===== src/rtl/rv32i_types.sv =====
// Shared type definitions; carries the occupancy encoding used by queue_reader.
package rv32i_types;

    typedef enum logic [1:0] {
        ST_EMPTY = 2'd0,
        ST_ONE   = 2'd1,
        ST_TWO   = 2'd2
    } queue_reader_state_t;

endpackage


===== src/rtl/queue_reader.sv =====
// Two-entry in-order skid buffer between a FWFT queue and a ready/valid consumer.
// Optional stall counter port perf_stall_o is built when QUEUE_READER_PERF_EN is defined.
module queue_reader
    import rv32i_types::*;
#(
    parameter int DATA_WIDTH = 32
) (
    input  logic                  clk,
    input  logic                  rst_n,
    input  logic [DATA_WIDTH-1:0] q_rdata_i,
    input  logic                  q_empty_i,
    output logic                  q_deq_o,
    input  logic                  flush_i,
    output logic                  out_valid_o,
    output logic [DATA_WIDTH-1:0] out_data_o,
    input  logic                  out_ready_i
`ifdef QUEUE_READER_PERF_EN
    ,
    output logic [31:0]           perf_stall_o
`endif
);

    queue_reader_state_t   state_p0;
    logic                  vld_p0;
    logic [DATA_WIDTH-1:0] head_p0;
    logic [DATA_WIDTH-1:0] tail_p0;
    logic                  capture;
    logic                  xfer;

    // Dequeue depends only on registered occupancy, so the consumer's ready never reaches the queue.
    assign q_deq_o     = rst_n && !q_empty_i && !flush_i && (state_p0 != ST_TWO);
    assign capture     = q_deq_o;
    assign xfer        = vld_p0 && out_ready_i;
    assign out_valid_o = vld_p0;
    assign out_data_o  = head_p0;

    // Head entry drives the output; tail holds the second word while the consumer stalls.
    always_ff @(posedge clk or negedge rst_n) begin
        if (!rst_n) begin
            state_p0 <= ST_EMPTY;
            vld_p0   <= 1'b0;
            head_p0  <= '0;
            tail_p0  <= '0;
        end else if (flush_i) begin
            state_p0 <= ST_EMPTY;
            vld_p0   <= 1'b0;
        end else begin
            case (state_p0)
                ST_EMPTY: begin
                    if (capture) begin
                        head_p0  <= q_rdata_i;
                        state_p0 <= ST_ONE;
                        vld_p0   <= 1'b1;
                    end
                end
                ST_ONE: begin
                    if (capture && xfer) begin
                        head_p0 <= q_rdata_i;
                    end else if (capture) begin
                        tail_p0  <= q_rdata_i;
                        state_p0 <= ST_TWO;
                    end else if (xfer) begin
                        state_p0 <= ST_EMPTY;
                        vld_p0   <= 1'b0;
                    end
                end
                ST_TWO: begin
                    if (xfer) begin
                        head_p0  <= tail_p0;
                        state_p0 <= ST_ONE;
                    end
                end
                default: begin
                    state_p0 <= ST_EMPTY;
                    vld_p0   <= 1'b0;
                end
            endcase
        end
    end

`ifdef QUEUE_READER_PERF_EN
    logic [31:0] stall_cnt_p0;

    assign perf_stall_o = stall_cnt_p0;

    // Flush clears the count even when that cycle is itself a stall.
    always_ff @(posedge clk or negedge rst_n) begin
        if (!rst_n) begin
            stall_cnt_p0 <= '0;
        end else if (flush_i) begin
            stall_cnt_p0 <= '0;
        end else if (vld_p0 && !out_ready_i) begin
            stall_cnt_p0 <= stall_cnt_p0 + 32'd1;
        end
    end
`endif

endmodule

===== config.mk =====
export PLATFORM = sky130hd
export DESIGN_NAME = queue_reader
export DESIGN_NICKNAME = d
export VERILOG_FILES = /design/src/rtl/rv32i_types.sv /design/src/rtl/queue_reader.sv
export SDC_FILE = /design/constraint.sdc
export NUM_CORES = 1
export LEC_CHECK = 0
export BUFFER_PORTS_ARGS = -buffer_cell sky130_fd_sc_hd__buf_4
export CAP_MARGIN = 20
export CORE_MARGIN = 5
export CORE_UTILIZATION = 45
export CTS_CLUSTER_DIAMETER = 150
export DETAILED_ROUTE_END_ITERATION = 16
export PLACE_DENSITY = 0.69
export SYNTH_ARGS = -nofsm -noshare
export SYNTH_HDL_FRONTEND = slang
export SYNTH_SLANG_ARGS = --single-unit

===== constraint.sdc =====
create_clock -name clk -period 4.62 [get_ports clk]
set_clock_uncertainty 0.1 [all_clocks]
set_input_delay 0.231 -clock clk [delete_from_list [all_inputs] [get_ports clk]]
set_output_delay 0.231 -clock clk [all_outputs]
set_load 0.02 [all_outputs]

# Word level (Yosys, flattened, before mapping)
# Cells that the tools add are included.
# word_totals
reg_bits	67
inputBits	37
wordCells	49
# op_classes
eq_ne	13
muxes	17
n_bitwise	2
n_reduce_logical	13
# op_table
op	count
2-to-1 mux 32 bit	3
one-hot mux 32 bit (3 select lines)	1
inequality test 3 bit, second input constant	5
2-to-1 mux 2 bit	6
inequality test 2 bit, second input constant	5
AND reduction 5 bit	2
AND reduction 4 bit	2
one-hot mux 2 bit (3 select lines)	1
logical AND 1 bit	5
2-to-1 mux 1 bit	5
inequality test 4 bit, second input constant	1
one-hot mux 1 bit (3 select lines)	1
nonzero test 3 bit	1
equality test 2 x 1 -> 1 bit, second input constant	1
equality test 2 bit, second input constant	1
zero test 1 bit	2
zero test 2 bit	1
NOT 1 bit	2

# Longest topological paths before layout
# depth
word_depth	8
depth_mapped	5
ltp_nobuf	4

# Worst setup path after synthesis
# OpenSTA, ideal clock, no wires.
# synth_timing
kind	reg-to-output
startpoint	register state_p0[1]
endpoint	output q_deq_o
t_arrival_ns	1.355
required_time_ns	4.289
slack_ns	2.934
path_stages_with_launch	5
cell_sequence	dfrtp_1 -> nor2b_1 -> buf_2 -> buf_2 -> nor3_1
# synth_between
elab_chain_len	2
# synth_lines
item	line	rtl
from (decl)	queue_reader.sv:23	queue_reader_state_t state_p0;
from (signal assigned)	queue_reader.sv:40	state_p0 <= ST_EMPTY;
from (signal assigned)	queue_reader.sv:45	state_p0 <= ST_EMPTY;
from (signal assigned)	queue_reader.sv:52	state_p0 <= ST_ONE;
inequality test 2 bit	queue_reader.sv:31	assign q_deq_o = rst_n && !q_empty_i && !flush_i && (state_p0 != ST_TWO);
logical AND 1 bit	queue_reader.sv:31	
to (decl)	queue_reader.sv:12	output logic q_deq_o,
# No other way between the ends.

# Final worst setup path
# layout_timing
startpoint	input rst_n
endpoint	register head_p0[30], in the netlist out_data_o[30]
# layout_between
elab_chain_len	6
elab_cells_between_ends	7
# layout_lines
item	line	rtl
from (decl)	queue_reader.sv:9	input logic rst_n,
logical AND 1 bit * (3 in series)	queue_reader.sv:31	
logical AND 1 bit	queue_reader.sv:57	if (capture && xfer) begin
inequality test 2 bit (no source line)	-	
AND reduction 5 bit (no source line) *	-	
to (signal assigned)	queue_reader.sv:51	head_p0 <= q_rdata_i;
to (signal assigned)	queue_reader.sv:58	head_p0 <= q_rdata_i;
to (signal assigned)	queue_reader.sv:69	head_p0 <= tail_p0;
to (decl)	queue_reader.sv:25	logic [DATA_WIDTH-1:0] head_p0;
# Mark *: on every way between the ends. The rest lies on a longest branch, timed or not.
# A chain may end at the register's enable or synchronous reset.

==> summary.txt <==
Run status
  • Status: complete, but fails checks
  • Failing checks: negative hold slack

Global route
  • Initial antenna violation count: 0
  • GR Util met1: 17.8%
  • First-pass GRT wire length: 9880 µm
  • Pin count of the biggest net entering global routing: 69
  • GRT overflow: 0
  • Vias in the first global route: 2040
  • Total Routing Usage GR: 14.9%
  • GR Util met3: 5.21%
  • GRT busiest layer: met2
  • Met2 Use GR: 23.6%

Worst setup path
  • CP Capture Type: flip-flop
  • Slowest cell delay on critical path: 0.65 ns
  • WP data required: 4.78 ns
  • CP top delay family: buffers and inverters
  • CP Cell Sequence: buf_4 > buf_4 > or4b_4 > o22ai_4 > buf_4 > nor2_1 > a21oi_2
  • Setup CP Type: in2reg
  • Worst Path Buf+Inv: 3
  • CP arrival: 2.55 ns
  • Most frequent CP cell: buf_4
  • Crit Path Max Fanout: 68
  • Worst setup SP type: input port
  • CP max stage cell: buf_4

Die
  • Die Height: 91.4 µm
  • Initial cell density of the core: a little under half
  • Top-level I/O count: 71
  • Std cell rows: 29
  • Die ar.: 8350 µm²
  • Core area: 6390 µm²
  • Die W: 91.4 µm

STA
  • Tcrit/Tclk final: between 50% and 60%
  • Max-slew violations: 0
  • # setup viols final: 0
  • Fin. Hold Viols: 3
  • Worst relative slew slack: 43.3%
  • RSZ-0062 raised after global routing: no
  • Slew @ Worst Pin: 0.851 ns
  • WHS: -0.00673 ns
  • Final worst slack: 2.24 ns
  • TNS Setup: 0 ns
  • Fmax achieved: approximately 420 MHz
  • Tmin final: 2.38 ns

Synth
  • Top cells by count, synth: dfrtp_1 (67), nor2_1 (33), mux2i_1 (32), a21oi_2 (28), mux2_2 (25)
  • Post-synth top area share: a little under three fifths
  • Gate Count Post-Synth: 228
  • Ranking of synthesized cells by area: dfrtp_1 (56%), mux2i_1 (11%), mux2_2 (9.4%)
  • Mean Syn Cell Area: 13.1 µm²
  • Post-synthesis sequential area ratio: roughly 56%
  • Mapped Area: a little under 3000 µm²
  • Most frequent cell after synthesis: dfrtp_1
  • Synth Flop Type: dfrtp_1
  • Synth area leader: dfrtp_1
  • Synth unique cells: 25
  • FFs w/ async S/R, synth: 100%
  • Synthesized Nets: 265
  • Yosys warning count: 0
  • Synth Register Bits: 67
  • EDFF count, synth: 0

Pwr
  • Overall Power: 0.00181 W
  • P_leak: roughly 1.7 nW
  • Pwr Density: 474 nW/µm²
  • Worst VDD drop: 0.279 mV

Placed design
  • Place WS: around 1.8 ns
  • DP HPWL: between 3000 and 4000 µm
  • Final RePlAce weighted congestion: around 0.70
  • Port bufs: 70

Finish
  • Layout cells sized above 1: 47.1%
  • Diode count: 0
  • Layout area overhead: 28.2%
  • # nets final: 342

Clock tree
  • Htree depth: 3
  • Root buffer cell: clkbuf_8
  • Worst-skew pair later-pin latency: 0.34 ns
  • CTS tree: built
  • Sink Count: between 60 and 70
  • CTS buffer count: 9
  • Max clock buf depth: 2
  • Reg clk slew, reported paths: 0.07 ns
  • CTS resizes: 0

Detailed routing
  • Drt pass-1 iters: 4
  • DR vias/cell: 5.03
  • Detailed Route WL: 5820 µm
  • DRT iter0 DRCs: 95
  • Routed vias: slightly below 2000
  • Drt wl/cell: approximately 15 µm
  • Remaining DRCs: 0
  • Post-DRT Antenna Nets: 0

Min path
  • Worst min-delay path class: in2async

Job
  • Max-cap violation count: 0
-- kinds of logic after synthesis --
kind of cell	share of synthesized area [%]
flops	56.3
mux	22.8
simple gates	6.30
compound gates	11.0
buf+inv	3.32
xor+xnor	0.294
-- registers in the layout (all words and copies together) (netlist names) --
name and cells:
out_valid_o 1, out_data_o 32, tail_p0 32, state_p0 2
-- where the power goes --
part / switching (W) / internal, W / leakage, nW / total, W
logic: 0.000220 / 0.000223 / 0.752 / 0.000442
clock network: 0.000218 / 0.000331 / 0.119 / 0.000549
registers: 0.0000824 / 0.000739 / 0.801 / 0.000821
total: 0.000520 / 0.00129 / 1.67 / 0.00181
-- cell usage in the layout (no fill, tap or decap) --
cell / count
a21boi_0: 1
a21oi_1: 7
a21oi_2: 28
buf_4: 74
bufinv_16: 2
clkbuf_8: 11
clkinv_2: 3
dfrtp_1: 67
dlygate4sd3_1: 5
inv_1: 1
mux2_1: 7
mux2_2: 25
mux2i_1: 32
nand2_1: 1
nand2b_1: 2
nand4b_1: 1
nor2_1: 33
nor2b_4: 1
nor3_1: 1
nor3b_1: 1
o21a_1: 1
o21ai_0: 1
o21bai_1: 1
o22ai_4: 1
or3_1: 1
or4b_4: 1
xor2_1: 1
-- worst paths after layout --
kind                                         startpoint                    endpoint  slack [ns]  cells after the start
worst max-delay path                              rst_n  out_data_o[30]$_DFFE_PN0P_        2.24                      7
worst min-delay path                              rst_n  out_data_o[20]$_DFFE_PN0P_      -0.007                      2
worst max register to register  state_p0[0]$_DFFE_PN0P_     tail_p0[17]$_DFFE_PN0P_        2.47                      4
worst min register to register  tail_p0[16]$_DFFE_PN0P_     tail_p0[16]$_DFFE_PN0P_        0.39                      1
max in group asynchronous                         rst_n     tail_p0[10]$_DFFE_PN0P_        3.87                      2
min in group clk                           q_rdata_i[3]      tail_p0[3]$_DFFE_PN0P_        0.03                      2
-- repair_timing --
action,CTS,global route
hold endpoints to repair,5,0
endpoints found under the setup margin,0,0
setup buffers,0,0
hold buffers,5,0
-- worst register-to-register path, stage by stage (launching register included) --
cell and delay, ns:
dfrtp_1 0.45, nor3b_1 0.29, nand2_1 0.43, buf_4 0.39, mux2_1 0.37
-- final cells by class --
type	count	area (µm²)
sequential	67	1680
inverter	1	3.75
fill	551	2560
tap	77	96.3
clock inverter	5	75.1
timing repair buffer	79	606
clock buffer	11	151
multi-input combinational	147	1210
-- stage by stage --
stage / utilization (%) / cell area (µm²) / cells / hold WS (ns)
6_report: 59.8 / 3820 / 387 / -0.00673
3_3_place_gp: 55.5 / 3540 / 366 / 0.355
4_1_cts: 59.8 / 3820 / 387 / 0.00790
3_5_place_dp: 55.5 / 3540 / 366 / 0.359
2_1_floorplan: - / 2980 / 228 / -0.165
5_1_grt: 59.8 / 3820 / 387 / 0.00437
-- per-layer routing --
layer	share of wire (%)	routed length, µm
met4	1.9	110
met3	5.3	309
met2	49	2880
met1	43	2520
met5	0	0
(Power assumes the default switching activity.)
